===== config.mk =====
export PLATFORM = sky130hd
export DESIGN_NAME = mmio_gpio
export DESIGN_NICKNAME = d
export VERILOG_FILES = /design/src/rtl/mmio_gpio.sv
export SDC_FILE = /design/constraint.sdc
export NUM_CORES = 1
export LEC_CHECK = 0
export ABC_AREA = 1
export CAP_MARGIN = 5
export CORE_ASPECT_RATIO = 1.75
export CORE_MARGIN = 8
export CORE_UTILIZATION = 30
export DETAILED_ROUTE_END_ITERATION = 10
export PLACE_DENSITY = 0.7
export SLEW_MARGIN = 30
export SYNTH_ARGS = -nofsm -noshare
export SYNTH_HDL_FRONTEND = slang
export SYNTH_SLANG_ARGS = --single-unit

===== constraint.sdc =====
create_clock -name clk -period 1.23 [get_ports clk]
set_input_delay 0.246 -clock clk [delete_from_list [all_inputs] [get_ports clk]]
set_output_delay 0.246 -clock clk [all_outputs]
set_load 0.05 [all_outputs]

===== src/rtl/mmio_gpio.sv =====
// mmio_gpio: memory-mapped GPIO peripheral.
//
// LED_W output lines, written directly or through set/clear/toggle aliases.
// SW_W switch inputs, each passed through a synchroniser and a per-bit
// debouncer. A debounced rising edge latches a sticky EDGE bit, which is
// cleared by writing 1. Any EDGE bit whose MASK bit is set raises irq_o.
//
// Register map (word offset = addr_i[4:2], read data zero-extended):
//   0 LED      RW   1 LED_SET  W (reads LED)   2 LED_CLR  W (reads LED)
//   3 LED_TGL  W (reads LED)   4 SW       RO   5 EDGE     R/W1C
//   6 MASK     RW   7 reserved (reads 0, writes ignored)
//
// Ports:
//   clk      system clock, all state updates on the rising edge
//   rst      asynchronous reset, active low
//   sel_i    block selected by the address decoder
//   write_i  CPU write strobe, effective only together with sel_i
//   addr_i   CPU data address, only bits [4:2] are decoded
//   data_i   CPU write data
//   data_o   read data, combinational from addr_i[4:2] and register state
//   sw_i     raw asynchronous switch inputs
//   led_o    LED register
//   irq_o    level interrupt, |(EDGE & MASK)
module mmio_gpio #(
  parameter int               LED_W           = 4,
  parameter int               SW_W            = 4,
  parameter int               SYNC_STAGES     = 2,
  parameter int               DEBOUNCE_CYCLES = 4,
  parameter logic [LED_W-1:0] LED_RESET       = '0
) (
  input  logic              clk,
  input  logic              rst,
  input  logic              sel_i,
  input  logic              write_i,
  input  logic [31:0]       addr_i,
  input  logic [31:0]       data_i,
  output logic [31:0]       data_o,
  input  logic [SW_W-1:0]   sw_i,
  output logic [LED_W-1:0]  led_o,
  output logic              irq_o
);

  localparam int CNT_W = (DEBOUNCE_CYCLES > 1) ? $clog2(DEBOUNCE_CYCLES) : 1;
  localparam logic [CNT_W-1:0] CNT_LAST = CNT_W'(DEBOUNCE_CYCLES - 1);

  localparam logic [2:0] OFF_LED  = 3'd0;
  localparam logic [2:0] OFF_SET  = 3'd1;
  localparam logic [2:0] OFF_CLR  = 3'd2;
  localparam logic [2:0] OFF_TGL  = 3'd3;
  localparam logic [2:0] OFF_SW   = 3'd4;
  localparam logic [2:0] OFF_EDGE = 3'd5;
  localparam logic [2:0] OFF_MASK = 3'd6;

  logic [2:0]       off;
  logic             wr_en;
  logic             unused_bits;

  logic [SW_W-1:0]  sync_q [SYNC_STAGES];
  logic [SW_W-1:0]  synced;
  logic [SW_W-1:0]  deb_q, deb_d;
  logic [CNT_W-1:0] cnt_q [SW_W];
  logic [CNT_W-1:0] cnt_d [SW_W];
  logic [SW_W-1:0]  rise;

  logic [LED_W-1:0] led_q, led_d;
  logic [SW_W-1:0]  edge_q, edge_d;
  logic [SW_W-1:0]  mask_q, mask_d;

  assign off         = addr_i[4:2];
  assign wr_en       = sel_i & write_i;
  assign unused_bits = ^{addr_i[31:5], addr_i[1:0], data_i};
  assign synced      = sync_q[SYNC_STAGES-1];

  // Synchroniser chain for the asynchronous switch inputs
  always_ff @(posedge clk or negedge rst) begin
    if (!rst) begin
      for (int i = 0; i < SYNC_STAGES; i++) sync_q[i] <= '0;
    end else begin
      sync_q[0] <= sw_i;
      for (int i = 1; i < SYNC_STAGES; i++) sync_q[i] <= sync_q[i-1];
    end
  end

  // Debounce: the counter tracks consecutive cycles in which the synced
  // value disagrees with the debounced value; any agreement restarts it.
  always_comb begin
    deb_d = deb_q;
    rise  = '0;
    for (int b = 0; b < SW_W; b++) begin
      cnt_d[b] = '0;
      if (synced[b] != deb_q[b]) begin
        if (cnt_q[b] == CNT_LAST) begin
          deb_d[b] = ~deb_q[b];
          rise[b]  = ~deb_q[b];
        end else begin
          cnt_d[b] = cnt_q[b] + 1'b1;
        end
      end
    end
  end

  // Register writes; a debounced rise overrides a same-cycle W1C
  always_comb begin
    led_d  = led_q;
    edge_d = edge_q;
    mask_d = mask_q;
    if (wr_en) begin
      case (off)
        OFF_LED:  led_d  = data_i[LED_W-1:0];
        OFF_SET:  led_d  = led_q | data_i[LED_W-1:0];
        OFF_CLR:  led_d  = led_q & ~data_i[LED_W-1:0];
        OFF_TGL:  led_d  = led_q ^ data_i[LED_W-1:0];
        OFF_EDGE: edge_d = edge_q & ~data_i[SW_W-1:0];
        OFF_MASK: mask_d = data_i[SW_W-1:0];
        default:  ;
      endcase
    end
    edge_d = edge_d | rise;
  end

  // State registers
  always_ff @(posedge clk or negedge rst) begin
    if (!rst) begin
      led_q  <= LED_RESET;
      deb_q  <= '0;
      edge_q <= '0;
      mask_q <= '0;
      for (int b = 0; b < SW_W; b++) cnt_q[b] <= '0;
    end else begin
      led_q  <= led_d;
      deb_q  <= deb_d;
      edge_q <= edge_d;
      mask_q <= mask_d;
      for (int b = 0; b < SW_W; b++) cnt_q[b] <= cnt_d[b];
    end
  end

  // Read mux, valid regardless of sel_i
  always_comb begin
    data_o = '0;
    case (off)
      OFF_LED, OFF_SET, OFF_CLR, OFF_TGL: data_o[LED_W-1:0] = led_q;
      OFF_SW:   data_o[SW_W-1:0] = deb_q;
      OFF_EDGE: data_o[SW_W-1:0] = edge_q;
      OFF_MASK: data_o[SW_W-1:0] = mask_q;
      default:  ;
    endcase
  end

  assign led_o = led_q;
  assign irq_o = |(edge_q & mask_q);

endmodule


# ---- Yosys cells after proc, flatten, opt, wreduce, memory -nomap -nowiden
# Cells that the tools add are included.
dict set report word_totals {
  regBits 32
  in_bits 72
  word_cells 73
}
dict set report op_classes {
  n_addsub 4
  eq_ne 14
  muxes 20
  bitwise 12
  reduce_logical 10
}
# cell n
set ops {}
lappend ops {{$pmux 4 s4} 2}
lappend ops {{$mux 2} 8}
lappend ops {{$and 4x4->4} 3}
lappend ops {{$reduce_and 2->1} 6}
lappend ops {{$eq 3x3->1 const B} 3}
lappend ops {{$add 2x1->2 const B} 4}
lappend ops {{$eq 2x2->1 const B} 4}
lappend ops {{$mux 1} 8}
lappend ops {{$mux 4} 2}
lappend ops {{$or 4x4->4} 2}
lappend ops {{$reduce_or 4->1} 2}
lappend ops {{$eq 3x2->1 const B} 2}
lappend ops {{$ne 1x1->1} 4}
lappend ops {{$not 1->1} 4}
lappend ops {{$not 4->4} 1}
lappend ops {{$reduce_bool 4->1} 1}
lappend ops {{$xor 4x4->4} 1}
lappend ops {{$eq 3x1->1 const B} 1}
lappend ops {{$logic_not 3->1} 1}
lappend ops {{$and 1x1->1} 1}

# ---- Longest topological paths before layout
# Gate-level depths: netlist of the first run.
dict set report logic_depth {
  depth_word 5
  mapped_depth 9
  depth_no_buf 9
}

# ---- Worst setup path before layout of the first run
# Ideal clock, no wire load.
dict set report synth_timing {
  path_type {flip-flop to flip-flop}
  startpoint {reg led_q[3] (netlist: led_o[3])}
  endpoint {reg led_q[3] (netlist: led_o[3])}
  arrival_ps 1369
  t_required_ps 1112
  setup_slack_ps -257
  stages_incl_launch_ff 8
  period_less_slack_ps 1487
  path_cell_list {dfrtp_1 > inv_1 > ha_1 > and3_2 > nor2_1 > nand2_1 > nand2_1 > nand2_1}
}
dict set report synth_between {
  elab_chain_len 2
}
# item line
set synth_rtl {}
lappend synth_rtl {{start: declaration} 65} ;# logic [LED_W-1:0] led_q, led_d;
lappend synth_rtl {{start signal: assignment} 130} ;# led_q <= led_d;
lappend synth_rtl {{$xor 4x4->4 (tied with other cells)} 112} ;# OFF_TGL: led_d = led_q ^ data_i[LED_W-1:0];
lappend synth_rtl {{$pmux 4 s4 *} 108} ;# case (off)
# Every way passes the cells marked *; elsewhere a longest branch is shown, timed or not.
# A chain may end at the register's enable or synchronous reset.

# ---- Final worst setup path of the first run
dict set report layout_timing {
  startpoint {reg mask_q[3]}
  endpoint {out irq_o}
}
dict set report layout_between {
  elab_chain_len 2
}
# item line
set layout_rtl {}
lappend layout_rtl {{start: declaration} 67} ;# logic [SW_W-1:0] mask_q, mask_d;
lappend layout_rtl {{start signal: assignment} 133} ;# mask_q <= mask_d;
lappend layout_rtl {{$and 4x4->4} 151} ;# assign irq_o = |(edge_q & mask_q);
lappend layout_rtl {{$reduce_or 4->1} 151}
lappend layout_rtl {{end: declaration} 40} ;# output logic irq_o
# No other way between the ends.

==> summary.txt, run 1 <==
Run status
  – Run status: complete, but fails checks
  – Violated checks: negative setup slack

Setup path
  – Worst path arrival time: about 1.2 ns
  – R2R Setup Slk: approximately 0.040 ns
  – Crit path launch type: flop
  – Worst-case reg-to-reg path depth: 7
  – Kind of end point of the critical path: primary output
  – Worst R2R End: led_o[3]
  – Required time worst endpoint: between 0.9 and 1 ns
  – Launching point of the worst reg2reg path: led_o[3]
  – Maximum net fanout on the critical path: 2
  – Start-to-end type of the worst setup path: reg -> out

Place
  – Placed cell area: roughly 2300 um^2
  – Worst slack at placement: -0.541 ns
  – Final HPWL DP: 3360 um
  – Placer congestion estimate: between 0.8 and 0.9
  – Input/output buffers: 23

Global route
  – Wire length of the first global-routing pass: 7200 um
  – Initial antenna violation count: 0
  – GRT Residual Overflow: 0
  – GRT Resource Usage Total: about 10%
  – Via count of the first global-routing pass: roughly 1700
  – Largest net degree at the start of global routing: 33

Routing
  – Via count: approximately 1500
  – Final Routed Wirelength: ~4300 um
  – Detail Route Antenna Nets: 0
  – Number of search-and-repair iterations in the first detailed-routing pass: 4
  – DRC: 0
  – Iteration-0 DRC count of the detailed router: 51
  – Average via count per standard cell: 4.22
  – DR WL/cell: 12.1 um

Floorplanning
  – Effective utilization at floorplan: slightly above 30%
  – Die height: around 120 um
  – Floorplan row count: 38
  – Area of the core region: 6090 um^2
  – Ports: 109
  – Total die area: ~9000 um^2
  – Die X-Extent: approximately 75 um

Cells and area
  – Number of nets in the finished design: roughly 360
  – FILL cells: 657
  – Most common cell after layout, fill and taps aside: nand2_1
  – Area delta synth->final: 38.8%
  – Fraction of layout cells with a size suffix above 1: between 20% and 30%
  – Number of diodes added for antenna fixing: 0
  – Area of all placed cells without fillers: 2550 um^2
  – Most used cells in the layout excluding fill and tap cells: nand2_1 (44), conb_1 (28), dfrtp_1 (28)

Timing
  – Final period demand of the worst path: 1.43 ns
  – Final period util: 116%
  – Final hold vios: 0
  – Unrepaired setup endpoints after global routing: true
  – Final count of negative-setup-slack endpoints: 6
  – Worst-case clock skew: 0.00853 ns
  – Upper clock frequency limit: between 0.6 and 0.7 GHz
  – Setup WS post-layout: -0.201 ns
  – Slew Viols, Final: 0

CTS
  – Root buffer cell: clkbuf_8
  – TritonCTS clock tree: yes
  – Max Root-Sink Buffers: 2
  – Clock insertion delay at the later pin of the skew report: 0.28 ns
  – Clock sink count: 32
  – Cts-stage hold buffer count: 0
  – Clock slew at reported path FFs: approximately 0.06 ns
  – Cts bufs inserted: 5
  – H-tree Lvls: 2

Run
  – Max cap viols: 0

Yosys
  – Simple-gate share of the synthesized area: between 20% and 30%
  – Largest family of logic cells by synthesized area: simple AND/OR/NAND/NOR gates
  – Flip-flop and latch count after synthesis: 32
  – Yosys warning count: 0
  – Area share of xor/xnor cells in the synthesized design: ~1.9%
  – Synthesized-area fraction occupied by adder cells: under 10%
  – Mux share of post-synthesis cell area: 0%
  – Portion of the post-synthesis area used by sequential elements: a little over two fifths
  – Cells after synthesis: approximately 220
  – Compound-cell area share of the yosys netlist: 5.23%
  – Mapped Area: roughly 1800 um^2
  – Post-Synthesis Mean Instance Area: 8.29 um^2
  – Unique cell type count in the Yosys netlist: 21

Worst hold path
  – Min-delay worst type: in -> async

Power
  – Leakage component of the power: about 1.3 nW
  – Total power density per cell area: between 1500 and 2000 nW/um^2
  – Maximum resistive drop on vdd: approximately 0.0009 V
==> how the worst max path moves through the flow <==
stage                     startpoint   endpoint  cells past startpoint
final                      mask_q[3]      irq_o                      5
after global routing       edge_q[2]      irq_o                      5
after CTS                  edge_q[3]      irq_o                      5
after detailed placement   addr_i[4]  data_o[3]                      6
after global placement     addr_i[3]  data_o[1]                      7
after floorplan             led_o[3]   led_o[3]                      7
==> repair_timing <==
action,in CTS,in global routing
resized for setup,30,30
buffers inserted,5,5
pin swaps,11,27
setup endpoints to repair,14,19
==> per-layer routing <==
| metal | GRT usage (%) | vias up | wire [um] |
|---|---|---|---|
| met4 | 7.26 | 0 | 139 |
| met2 | 17.9 | 50 | 2290 |
| li1 | - | 747 | - |
| met5 | 0 | - | 0 |
| met1 | 10.1 | 703 | 1690 |
| met3 | 1.92 | 12 | 210 |
==> synth_stat cells (all sizes together) <==
master	instances	area [um^2]
buf	29	221
nand4	7	43.8
ha	12	150
nand2	47	179
o21ai	17	85.1
nor2	18	75.1
and3	1	7.51
conb	1	3.75
a21oi	1	5.00
inv	35	131
nor3	9	56.3
nand3	8	40.0
o22ai	1	6.26
xnor2	4	35.0
dfrtp	32	801
==> cells by family after synthesis <==
group,after synthesis
buffers and inverters,64
adders and majority gates,12
AOI/OAI and AO/OA,19
DFF,32
other,1
xor gates and xnor gates,4
and+or+nand+nor,90
==> final cells by class <==
type / instances / area (um^2) / area share, %
timing repair buffer: 50 / 541 / 21.2
multi-input combinational: 153 / 888 / 34.8
clock buffer: 7 / 76.3 / 2.99
clock inverter: 1 / 5.00 / 0.196
tap: 80 / 100 / 3.92
inverter: 35 / 139 / 5.44
sequential: 32 / 806 / 31.5
==> metrics by stage <==
step / hold WS, ns / util (%) / setup TNS (ns) / cells / power [W]
final: 0.326 / 42.0 / -0.816 / 358 / 0.00415
after global routing: 0.334 / 42.0 / -1.33 / 358 / 0.00443
after CTS: 0.323 / 40.3 / -0.916 / 355 / 0.00409
after detailed placement: 0.337 / 37.9 / -6.12 / 342 / 0.00321
after global placement: 0.332 / 37.9 / -5.84 / 342 / 0.00315
after floorplan: -0.0496 / - / -0.431 / 249 / 0.00262
==> power breakdown <==
| group | switching (W) | internal [W] |
|---|---|---|
| registers | 0.000207 | 0.00136 |
| clock network | 0.000347 | 0.000396 |
| logic | 0.00106 | 0.000779 |
==> critical path: stages, from the launching register on <==
cell	delay [ns]
dfrtp_1	0.40
inv_2	0.06
o22ai_1	0.07
a21oi_1	0.11
nand2_1	0.10
buf_12	0.16
==> state kept, by name, indices dropped and copies added (netlist names) <==
name and count:
mask_q 4, deb_q 4, led_o 4, synced 4, sync_q 4, edge_q 4
cnt_q 8
(Power assumes the default switching activity.)
==> run 2: changes to the inputs <==
--- a/config.mk
+++ b/config.mk
@@ -6,7 +6,7 @@
 export NUM_CORES = 1
 export LEC_CHECK = 0
 export ABC_AREA = 1
-export CAP_MARGIN = 5
+export CAP_MARGIN = 10
 export CORE_ASPECT_RATIO = 1.75
 export CORE_MARGIN = 8
 export CORE_UTILIZATION = 30
==> constraint.sdc (replaced) <==
create_clock -name clk -period 1.6 [get_ports clk]
set_input_delay 0.32 -clock clk [delete_from_list [all_inputs] [get_ports clk]]
set_output_delay 0.32 -clock clk [all_outputs]
set_load 0.05 [all_outputs]
==> run 2 against run 1 <==
- the run now ends clean
- clock power shrank 15%
- count of clock-buffer cells in the layout increased by 1
- die area unchanged
- clock skew decreased by 0.0021 ns
- critical path depth rose by 1
- largest cell class unchanged
- setup slack improved by 0.24 ns
- sequential power fell by 22%
- via count fell by 4.4%
==> summary.txt, run 2 (same netlist as run 1, synthesis figures left out) <==
Routing
  – Average via count per standard cell: 4.13 (was 4.22)
  – Iteration-0 DRC count of the detailed router: 50 (was 51)
  – Final Routed Wirelength: 4070 um (was 4330 um)
  – Via count: 1446 (was 1512)
  – DR WL/cell: 11.6 um (was 12.1 um)
  – DRC: 0 (unchanged)
  – Detail Route Antenna Nets: 0 (unchanged)
  – Number of search-and-repair iterations in the first detailed-routing pass: 4 (unchanged)

CTS
  – TritonCTS clock tree: yes (unchanged)
  – Clock insertion delay at the later pin of the skew report: 0.28 ns (about the same)
  – Cts-stage hold buffer count: 0 (unchanged)
  – Root buffer cell: clkbuf_8 (unchanged)
  – Clock sink count: 32 (unchanged)
  – Clock slew at reported path FFs: 0.06 ns (about the same)
  – Cts bufs inserted: 5 (unchanged)
  – Max Root-Sink Buffers: 2 (unchanged)
  – H-tree Lvls: 2 (unchanged)

Power
  – Total power density per cell area: 1290 nW/um^2 (was 1620 nW/um^2)
  – Portion of total power attributed to sequential cells: 40.0% (was 37.8%)
  – Clock share of power: 20.4% (was 17.9%)
  – Total internal power: 0.00189 W (was 0.00254 W)
  – Comb power frac: 39.6% (was 44.3%)
  – Net switching fraction of the power: 38.7% (was 38.8%)
  – Maximum resistive drop on vdd: 0.000727 V (was 0.000926 V)
  – Sw Pwr: 0.00119 W (was 0.00161 W)
  – Leakage component of the power: 1.21 nW (was 1.29 nW)
  – Total Power: 0.00308 W (was 0.00415 W)

Timing
  – Setup WS post-layout: 0.0430 ns (was -0.201 ns)
  – Slew Viols, Final: 0 (unchanged)
  – Final period util: 97.3%
  – Final period demand of the worst path: approximately 1.6 ns
  – Final hold vios: 0 (unchanged)
  – Final count of negative-setup-slack endpoints: 0 (was 6)
  – Unrepaired setup endpoints after global routing: true (unchanged)
  – Upper clock frequency limit: roughly 0.64 GHz
  – Worst Hold Slack: 0.349 ns (was 0.326 ns)
  – Worst-case clock skew: 0.00638 ns (was 0.00853 ns)

Floorplanning
  – Die X-Extent: 75.2 um (unchanged)
  – Ports: 109 (unchanged)
  – Floorplan row count: 38 (unchanged)
  – Die height: 120 um (unchanged)
  – Total die area: 9000 um^2 (unchanged)
  – Area of the core region: 6090 um^2 (unchanged)
  – Effective utilization at floorplan: 30.2% (unchanged)

Cells and area
  – Most used cells in the layout excluding fill and tap cells: nand2_1 (45), inv_1 (28), conb_1 (28), dfrtp_1 (28), buf_4 (19) (was nand2_1 (44), conb_1 (28), dfrtp_1 (28))
  – Multi-input gate area in the final layout: 807 um^2 (was 888 um^2)
  – Area delta synth->final: 30.1% (was 38.8%)
  – Number of diodes added for antenna fixing: 0 (unchanged)
  – Area of all placed cells without fillers: 2390 um^2 (was 2550 um^2)
  – Number of nets in the finished design: 353 (was 361)
  – Number of flip-flops in the largest register: 8 (unchanged)
  – Fraction of layout cells with a size suffix above 1: 20.7% (was 29.5%)
  – Register name with the most flops: cnt_q (unchanged)
  – Most common cell after layout, fill and taps aside: nand2_1 (unchanged)
  – FILL cells: 654 (was 657)
  – Sequential cell area: 806 um^2 (unchanged)

Setup path
  – Worst path arrival time: 1.24 ns (was 1.19 ns)
  – Required time worst endpoint: 1.28 ns (was 0.98 ns)
  – Maximum net fanout on the critical path: 5 (was 2)
  – R2R Setup Slk: 0.35 ns (was 0.04 ns)
  – Start-to-end type of the worst setup path: in -> out (was reg -> out)
  – End point of the critical path: data_o[1] (was irq_o)
  – Crit path launch type: primary input (was flop)
  – Kind of end point of the critical path: primary output (unchanged)
  – Crit path from: addr_i[4] (was mask_q[3])
  – Worst R2R End: led_o[3] (unchanged)
  – Worst-case reg-to-reg path depth: 7 (unchanged)
  – Launching point of the worst reg2reg path: led_o[3] (unchanged)

Global route
  – GRT Residual Overflow: 0 (unchanged)
  – Wire length of the first global-routing pass: 6770 um (was 7200 um)
  – GR Layer Usage met2: 16.4% (was 17.9%)
  – M3 GR Usage: 2.51% (was 1.92%)
  – Via count of the first global-routing pass: 1533 (was 1708)
  – Layer carrying the most global-route usage: met2 (unchanged)
  – Largest net degree at the start of global routing: 33 (unchanged)
  – GRT Resource Usage Total: 9.74% (was 10.2%)
  – Met1 layer usage reported by global route: 10.1% (about the same)
  – Initial antenna violation count: 0 (unchanged)

Place
  – Placer congestion estimate: 0.854 (was 0.843)
  – Input/output buffers: 23 (unchanged)
  – Placed cell area: 2280 um^2 (was 2300 um^2)
  – Final HPWL DP: 3310 um (was 3360 um)
  – Worst slack at placement: -0.355 ns (was -0.541 ns)

Run
  – Max cap viols: 0 (unchanged)

Worst hold path
  – Min-delay worst type: reg -> reg (was in -> async)
  – Cell count of the worst hold path: 0

Run status
  – Run status: complete, no violations (was complete, but fails checks)
run 2: cell count changes in the layout (fill, tap and decap cells not counted), moves of 3 or more:
cell / previous run / this run
buf_4: 22 / 19
nor2_2: 4 / 1
inv_4: 3 / 0
inv_2: 12 / 7
buf_6: 4 / 0
inv_1: 20 / 28
nor2_1: 10 / 15
ha_1: 8 / 12
clkdlybuf4s50_1: 6 / 11
ha_4: 4 / 0
dlymetal6s2s_1: 3 / 0
run 2: stage by stage:
step / cells / setup TNS, ns / util, %
finish: 350 / 0 / 39.4
floorplan: 249 / 0 / -
detailed placement: 342 / -1.76 / 37.5
global route: 350 / -0.0128 / 39.4
global placement: 342 / -1.59 / 37.5
CTS: 350 / 0 / 39.2
run 2: cell type report:
| class | count | area share, % |
|---|---|---|
| flip-flops and latches | 32 | 33.6 |
| well taps | 80 | 4.18 |
| clock buffers | 8 | 3.76 |
| repair buffers | 42 | 19.2 |
| inverters | 35 | 5.49 |
| multi-input cells | 153 | 33.7 |
run 2: worst max-delay path, cell delays in order:
cell and delay [ns]:
clkdlybuf4s15_2 0.21, inv_2 0.09, buf_4 0.16, nand2_1 0.06, nand4_1 0.19, buf_12 0.21
run 2: layer usage:
metal  share of wire [%]  wire length (um)  up-vias
met5                   0                 0        -
met4                 3.7               150        0
met3                 7.1               291       11
met2                  50              2040       50
met1                  39              1590      648
li1                    -                 -      737
run 2: power groups by stage:
| stage | Combinational (W) | Clock, W | Sequential (W) |
|---|---|---|---|
| after floorplan | 0.000759 | 0 | 0.00124 |
| after global placement | 0.00119 | 0 | 0.00122 |
| after detailed placement | 0.00121 | 0 | 0.00124 |
| after CTS | 0.00122 | 0.000654 | 0.00122 |
| after global routing | 0.00135 | 0.000690 | 0.00127 |
| final | 0.00122 | 0.000628 | 0.00123 |
run 2: worst min path at each step:
stage	to	start	slack, ns
floorplan	cnt_q[0]	rst	0.02
global placement	synced[1]	sync_q[5]	0.33
detailed placement	synced[1]	sync_q[5]	0.34
CTS	synced[1]	sync_q[5]	0.35
global route	synced[2]	sync_q[6]	0.37
finish	synced[0]	sync_q[4]	0.35
run 2: repair_timing:
| item | CTS | global route |
|---|---|---|
| pin swaps | 2 | 4 |
| cloned | 0 | 0 |
| resized for setup | 16 | 8 |
| buffers inserted | 0 | 0 |
| setup endpoints to repair | 4 | 5 |
==> variant, RTL diff (config.mk and constraints of run 2) <==
The parameter `SYNC_STAGES` goes from 2 to 4.
--- a/src/rtl/mmio_gpio.sv
+++ b/src/rtl/mmio_gpio.sv
@@ -24,7 +24,7 @@
 module mmio_gpio #(
   parameter int               LED_W           = 4,
   parameter int               SW_W            = 4,
-  parameter int               SYNC_STAGES     = 2,
+  parameter int               SYNC_STAGES     = 4,
   parameter int               DEBOUNCE_CYCLES = 4,
   parameter logic [LED_W-1:0] LED_RESET       = '0
 ) (
Function: changed (Yosys sat finds a counterexample within 10 cycles, from zero or initial values and one cycle with rst low).
==> variant against run 2 <==
  * The run now ends with negative hold slack left
  * Sequential power rose by 16%
  * Design area rose by 12%
  * Power rose by 23%
  * Hold slack got worse by 0.36 ns
  * Sequential cell count rose by 8
  * Synthesized area rose by 11%
  * Routed wire length rose by 6.5%
  * Maximum frequency rose by 2.1%
  * Worst setup slack improved by 0.032 ns
  * Critical path type is now flop to primary output
  * Critical endpoint is now irq_o
==> variant: results <==
group,metric,value,unit
hold_path,min_path_type,"input pin to asynchronous set/reset pin",
global_route,grt_pass1_vias,1767,
routing,drtIter0Drc,87,
routing,wl_met1,1702,µm
setup_path,worstRegToRegCells,6,
yosys,synth_xor_area_share,1.716,%
pwr,powerClk,0.00109,W
pwr,p_switching,0.001296,W
pwr,ir_drop,729.1,µV
layout,drive_gt1_share,21.01,%
placement,place_hpwl,3430,µm
yosys,synth-adder-area-share,7.353,%
timing,hold_viol,19,
routing,wl_met3,209,µm
pwr,seq_power,0.00143,W
run_status,run_status,"finished with violations",
setup_path,worstPathMaxFanout,2,
yosys,ys_seq_area_share,49.02,%
yosys,synth-compound-area-share,4.718,%
clock_tree,cts_root_buffer,"clkbuf_16",
yosys,synth_commonest_cells,"dfrtp_1, nand2_1, inv_1, buf_4",
global_route,grt_use_total,9.559,%
setup_path,startpoint,"edge_q[2]$_DFF_PN0_",
timing,fin_worst_skew,0.002150,ns
run_status,violations,"negative hold slack",
yosys,synth_cells,227,
routing,wl_per_cell,12.05,µm
placement,dp.cells,349,
routing,drt_wl_total,4337,µm
setup_path,rrSetupSlack,0.39,ns
setup_path,cp_data_arrival_time,1.21,ns
timing,whs,-0.01062,ns
==> variant: layer usage <==
layer | track usage, % | vias to the layer above
met5 | 0 | -
met4 | 5.598 | 0
met3 | 2.941 | 12
met2 | 16.23 | 54
met1 | 9.978 | 731
li1 | - | 761
==> variant: worst max-delay path, stage by stage (launching register included) <==
cell     delay, ns
dfrtp_1       0.38
inv_1         0.09
o22ai_2       0.09
a21oi_2       0.13
nand2_2       0.09
buf_12        0.15
==> variant: what timing repair did <==
item,4_1_cts,5_1_grt
gates resized for setup,12,6
buffers inserted,2,1
endpoints found under the setup margin,5,5
pin swaps,5,1
==> variant: area by class of cell <==
| cell class | count | area, µm² |
|---|---|---|
| fillers | 683 | 4023 |
| flip-flops and latches | 40 | 1002 |
| multi-input cells | 151 | 814.5 |
| repair buffers | 45 | 478.0 |
| clock buffers | 6 | 128.9 |
| inverters | 32 | 120.1 |
| well taps | 84 | 105.1 |
| clock inverters | 2 | 35.03 |
